## src/rtl/risc_fsm_controller.sv

```systemverilog
// rtl/risc_fsm_controller.sv - Moore sequencer for the Simple RISC Machine datapath
// Outputs are registered alongside the state; illegal is decoded directly in DECODE.
module risc_fsm_controller #(
   parameter int CNT_WIDTH = 16
) (
   input  logic                 clk,
   input  logic                 reset,
   input  logic                 s,
   input  logic [2:0]           opcode,
   input  logic [1:0]           op,
   output logic                 w,
   output logic [2:0]           nsel,
   output logic                 loada,
   output logic                 loadb,
   output logic                 asel,
   output logic                 bsel,
   output logic                 loadc,
   output logic                 loads,
   output logic [1:0]           vsel,
   output logic                 write,
   output logic                 illegal,
   output logic [CNT_WIDTH-1:0] instr_count
);

   typedef enum logic [2:0] {
      S_WAIT, S_DECODE, S_WRITE_IMM, S_GET_A, S_GET_B, S_ALU, S_WRITE_REG
   } state_t;

   typedef enum logic [1:0] {C_IMM, C_ALU2, C_CMP, C_ALU1} class_t;

   // {w, nsel, loada, loadb, asel, bsel, loadc, loads, vsel, write}
   typedef logic [12:0] outs_t;

   state_t                 state, nxt_state;
   class_t                 cls, nxt_cls, dec_cls;
   logic                   dec_legal;
   logic                   retire;
   outs_t                  outs_q;
   logic [CNT_WIDTH-1:0]   cnt_q;

   function automatic outs_t outs_of(input state_t st, input class_t c);
      outs_t o;
      o = '0;
      case (st)
         S_WAIT:      o[12]   = 1'b1;
         S_WRITE_IMM: begin o[11:9] = 3'b100; o[2:1] = 2'b01; o[0] = 1'b1; end
         S_GET_A:     begin o[11:9] = 3'b100; o[8] = 1'b1; end
         S_GET_B:     begin o[11:9] = 3'b001; o[7] = 1'b1; end
         S_ALU: begin
            o[6] = (c == C_ALU1);
            o[4] = 1'b1;
            o[3] = (c == C_CMP);
         end
         S_WRITE_REG: begin o[11:9] = 3'b010; o[0] = 1'b1; end
         default:     o = '0;
      endcase
      return o;
   endfunction

   always_comb begin
      dec_legal = 1'b1;
      dec_cls   = C_IMM;
      if (opcode == 3'b110 && op == 2'b10)      dec_cls = C_IMM;
      else if (opcode == 3'b110 && op == 2'b00) dec_cls = C_ALU1;
      else if (opcode == 3'b101) begin
         case (op)
            2'b01:   dec_cls = C_CMP;
            2'b11:   dec_cls = C_ALU1;
            default: dec_cls = C_ALU2;
         endcase
      end else begin
         dec_legal = 1'b0;
      end
   end

   always_comb begin
      nxt_state = state;
      nxt_cls   = cls;
      retire    = 1'b0;
      case (state)
         S_WAIT: if (s) nxt_state = S_DECODE;
         S_DECODE: begin
            nxt_cls = dec_cls;
            if (!dec_legal)            nxt_state = S_WAIT;
            else if (dec_cls == C_IMM) nxt_state = S_WRITE_IMM;
            else if (dec_cls == C_ALU1) nxt_state = S_GET_B;
            else                       nxt_state = S_GET_A;
         end
         S_WRITE_IMM: begin nxt_state = S_WAIT; retire = 1'b1; end
         S_GET_A:     nxt_state = S_GET_B;
         S_GET_B:     nxt_state = S_ALU;
         S_ALU: begin
            if (cls == C_CMP) begin nxt_state = S_WAIT; retire = 1'b1; end
            else              nxt_state = S_WRITE_REG;
         end
         S_WRITE_REG: begin nxt_state = S_WAIT; retire = 1'b1; end
         default:     nxt_state = S_WAIT;
      endcase
   end

   always_ff @(posedge clk) begin
      if (reset) begin
         state  <= S_WAIT;
         cls    <= C_IMM;
         cnt_q  <= '0;
         outs_q <= outs_of(S_WAIT, C_IMM);
      end else begin
         state  <= nxt_state;
         cls    <= nxt_cls;
         outs_q <= outs_of(nxt_state, nxt_cls);
         if (retire) cnt_q <= cnt_q + 1'b1;
      end
   end

   assign {w, nsel, loada, loadb, asel, bsel, loadc, loads, vsel, write} = outs_q;
   assign illegal     = (state == S_DECODE) && !dec_legal;
   assign instr_count = cnt_q;

endmodule

```

## config.mk

```make
export PLATFORM = sky130hd
export DESIGN_NAME = risc_fsm_controller
export DESIGN_NICKNAME = d
export VERILOG_FILES = /design/src/rtl/risc_fsm_controller.sv
export SDC_FILE = /design/constraint.sdc
export NUM_CORES = 1
export LEC_CHECK = 0
export ABC_AREA = 1
export CAP_MARGIN = 5
export CORE_MARGIN = 3
export CORE_UTILIZATION = 53
export DETAILED_ROUTE_END_ITERATION = 8
export PLACE_DENSITY_LB_ADDON = 0.2
export SLEW_MARGIN = 20
export SYNTH_ARGS = -nofsm -noshare
export SYNTH_HDL_FRONTEND = slang
export SYNTH_SLANG_ARGS = --single-unit
```

## constraint.sdc

```tcl
create_clock -name clk -period 4.3 [get_ports clk]
set_input_delay 0.86 -clock clk [delete_from_list [all_inputs] [get_ports clk]]
set_output_delay 0.86 -clock clk [all_outputs]
set_load 0.05 [all_outputs]
```

Yosys cells after proc, flatten, opt, wreduce, memory -nomap -nowiden
Index checks and enable logic that the tools add are counted.
{ "word_totals": {"ff_bits": 34, "inputBits": 8, "output_inout_bits": 30, "wordCells": 63} }
{ "classes": {"addsub": 1, "eq_ne": 20, "n_mux": 23, "n_bitwise": 1, "n_reduce_logical": 12} }
{ "op_table": {"columns": ["operator", "count"], "rows": [
  ["== test 3 bit, second input constant", 8],
  ["adder 16 x 1 -> 16 bit, second input constant", 1],
  ["two-way mux 3 bit", 5],
  ["one-hot mux 3 bit (5 select lines)", 1],
  ["== test 2 bit, second input constant", 6],
  ["== test 3 x 2 -> 1 bit, second input constant", 4],
  ["two-way mux 2 bit", 5],
  ["two-way mux 1 bit", 9],
  ["one-hot mux 3 bit (3 select lines)", 1],
  ["OR reduction 2 bit", 4],
  ["zero test 3 bit", 2],
  ["zero test 2 bit", 2],
  ["one-hot mux 2 bit (2 select lines)", 1],
  ["== test 3 x 1 -> 1 bit, second input constant", 1],
  ["logical AND 1 bit", 3],
  ["== test 2 x 1 -> 1 bit, second input constant", 1],
  ["one-hot mux 1 bit (2 select lines)", 1],
  ["zero test 1 bit", 1],
  ["inverter 1 bit", 1]
]} }

Depth between registers and ports, before layout
{ "logic_depth": {"word_depth": 13, "mapped_depth": 12, "ltp_nobuf": 12} }

Least setup slack after synthesis
Ideal clock, no wire load.
{ "synth_path": {"path_kind": "input to output", "from": "in opcode[2]", "to": "out illegal", "arrival_ns": 1.735, "required_ns": 3.440, "slack_ns": 1.705, "cell_stages": 5, "n_path_buf": 0, "path_cell_list": "nand2_1 nor2_2 nand2_1 nand2_1 nor2_1"} }
{ "synth_via": {"elab_chain_len": 6, "elab_cells_between_ends": 9, "cone_classes": "eq/ne: 2; mux: 3; reduce/logical: 4"} }
{ "synth_lines": {"columns": ["item", "line_no", "rtl"], "rows": [
  ["start, declared", "9", "input logic [2:0] opcode,"],
  ["== test 3 bit (on tied branches)", "65, 63, 64", null],
  ["two-way mux 1 bit / logical AND 1 bit (equally long branches)", "65, 64", null],
  ["two-way mux 1 bit", "64", "else if (opcode == 3'b110 && op == 2'b00) dec_cls = C_ALU1;"],
  ["two-way mux 1 bit (*)", "63", "if (opcode == 3'b110 && op == 2'b10) dec_cls = C_IMM;"],
  ["zero test 1 bit (*)", "116", "assign illegal = (state == S_DECODE) && !dec_legal;"],
  ["logical AND 1 bit (*)", "116", null],
  ["end, declared", "21", "output logic illegal,"]
]} }
Every way passes the cells marked *; elsewhere a longest branch is shown, timed or not.

Worst setup path in the final report
{ "layout_path": {"from": "in opcode[1]", "to": "out illegal"} }
Same word-level chain as after synthesis.

==> impl_metrics.tcl <==
set metrics [dict create \
    status "finished clean" \
    cts.htree.levels 2 \
    num-fill-cells 266 \
    p_total_uw 506 \
    postSynthCellCount 238 \
    synthFlopType "dfxtp_1" \
    skew_ns 0.00906 \
    fin_cells 306 \
    fin_util_pct 70.9 \
    synth_top_area_cell "dfxtp_1" \
    die_area_um2 3750 \
    wl_um 3300 \
    yosysUniqueCellTypes 27 \
    seq_area_um2 621 \
    ir_drop_uv 210 \
    die-height_um 61.2 \
    synth-compound-area-share_pct 9.52 \
    fmax_mhz 297 \
    hold_viol 0 \
    numCtsBuffers 5 \
    rows 19 \
    postCtsResizedCells 0 \
    grt_max_degree 22 \
    drv_slew 0 \
    cp_max_fo 4 \
    antenna_left 0 \
    required_ns 3.44 \
    clk_latency_ns 0.34 \
    crit_path_start "opcode[1]" \
    syn_avg_cell_area_um2 6.79 \
    ys_ff_latch 31 \
    area_delta_synth_final_pct 24.0 \
    ys_async_sr_fraction_pct 0 \
    setup_violations 0 \
    synth-xor-area-share_pct 2.17 \
    tightest_slew_ns 0.652 \
    r2r-end "instr_count[14]" \
    grt_usage_pct 19.8 \
    hpwlAfterDp_um 2510 \
    grt_pass1_vias 1347 \
    synth_edf_count 0 \
    synth_commonest_cells "71 x nand2_1, 31 x dfxtp_1, 29 x inv_1, 29 x nor2_1, 13 x a21oi_1" \
    fin_tns_setup_ns 0 \
    ctsLongestPathBuffers 2 \
    finalCriticalPeriod_ns 3.37 \
    synth_top_area_share_pct 38.4 \
    drtIter0Drc 63 \
    worstReg2RegStart "state[0]" \
    drive_gt1_share_pct 9.45 \
    dp_cells 298 \
    synthSimpleGateAreaFrac_pct 36.3 \
    die_w_um 61.2 \
    final.period_utilization_pct 78.4 \
    io_pins 38 \
    nets 285 \
    crit_type "input port to primary output" \
    multi_input_area_um2 821 \
    synthAdderAreaFrac_pct 2.32 \
    antenna_found_initial 0 \
    n_antenna_cell 0 \
    synth_top_family_by_area "simple AND/OR/NAND/NOR gates" \
    place_congestion 0.873 \
    cts_tree "built" \
    maxCapViolCount 0 \
    cts.clk_slew.worst_paths_ns 0.10 \
    vias 1553 \
    cts_post_setup_buffers_inserted 0 \
    cp-end-kind "primary output" \
    synth_mux_area_share_pct 0 \
    cts_root_buf "clkbuf_4" \
    drcViolationCount 0 \
    cp-start-kind "input port" \
    ff2ff_setup_slack_ns 2.49 \
    viasPerCell 5.08 \
    start_util_pct 57.1 \
    leakage_uw 0.000772 \
    grt_pass1_wl_um 5420 \
    r2r.worst_path.cells 6 \
    synth_area_um2 1620 \
    hold_buffers 0 \
    hold_path.class "flop to flop" \
    rsz0062_at_grt "false" \
    power_density_nw_per_um2 252 \
    arrival_ns 2.51 \
    slew_headroom_pct 56.4 \
    cts_sinks 31 \
    synth.top_cells.by_area "dfxtp_1 38%, nand2_1 16%, inv_1 6.7%" \
    numPortBuffers 35 \
    grt-ovfl-total 0 \
    drt-pass1-iter-count 5 \
    synth_seq_area_share_pct 38.4 \
    avgRoutedWirePerCell_um 10.8 \
    yosysWarningCount 0 \
    yosysMostFrequentCell "nand2_1" \
    cp-endpoint "illegal" \
    core_area_um2 2830 \
]
power by group:
group / switching, uW / total, uW / internal, uW
Clock: 109 / 171 / 62.3
Sequential: 2.09 / 292 / 290
Combinational: 28.7 / 43.2 / 14.5
Total: 140 / 506 / 366
metrics by stage:
stage	setup slack [ns]	cell area [um^2]	hold WS, ns
after floorplan	1.70	1620	0.550
after global placement	0.965	1950	0.468
after detailed placement	0.914	1950	0.471
after CTS	0.912	2000	0.486
after global routing	0.841	2000	0.532
final	0.930	2000	0.485
worst max-delay path: stages:
cell and delay, ns:
clkdlybuf4s50_1 0.47, nand3b_1 0.14, nand2_1 0.13, nor2_1 0.11
clkdlybuf4s50_1 0.81
layout make-up:
type	count	share of cell area (%)
multi-input cells	170	40.9
flip-flops and latches	31	31.0
clock inverters	3	0.999
clock buffers	5	1.87
repair buffers	35	17.5
well taps	31	1.94
inverters	31	5.81
state kept, by name, indices dropped and copies added, names as in the netlist:
name	cells
cls	2
instr_count	16
outs_q	10
state	3
how the worst min path moves through the flow:
stage                                from         endpoint  slack [ns]  cells after the start
after global placement     instr_count[9]   instr_count[9]        0.47                      2
after global routing      instr_count[15]  instr_count[15]        0.53                      2
after CTS                  instr_count[9]   instr_count[9]        0.49                      2
after detailed placement   instr_count[9]   instr_count[9]        0.47                      2
after floorplan                    cls[0]           cls[0]        0.55                      4
final                      instr_count[9]   instr_count[9]        0.49                      2
layer usage:
metal	part of all wire, %	vias up	wire [um]	track usage, %
li1	-	811	-	-
met1	43	691	1420	22.5
met2	49	42	1630	33.4
met3	5.6	9	185	6.50
met4	2.2	0	72	9.60
met5	0	-	0	0
layout by cell type, fill, tap and decap left out, types with 3 or more instances in the layout:
cell type	netlist	final
nor2_2	4	4
nor2_1	29	29
xnor2_1	3	3
o21ai_0	9	9
inv_1	29	29
nand2_1	71	71
ha_1	3	3
nand2_2	6	6
nand3_1	10	10
a21oi_1	13	13
dfxtp_1	31	31
clkdlybuf4s50_1	0	35
clkbuf_4	0	5
nand4_1	6	6
a21oi_2	3	3
cells by family (layout without fill, tap and decap cells):
group                      Yosys count  count (layout)
and+or+nand+nor                    133             133
xor gates and xnor gates             4               4
AOI/OAI and AO/OA                   28              28
buffers and inverters               38              74
DFF                                 31              31
adders and majority gates            3               3
other                                1               2
(Power assumes the default switching activity.)
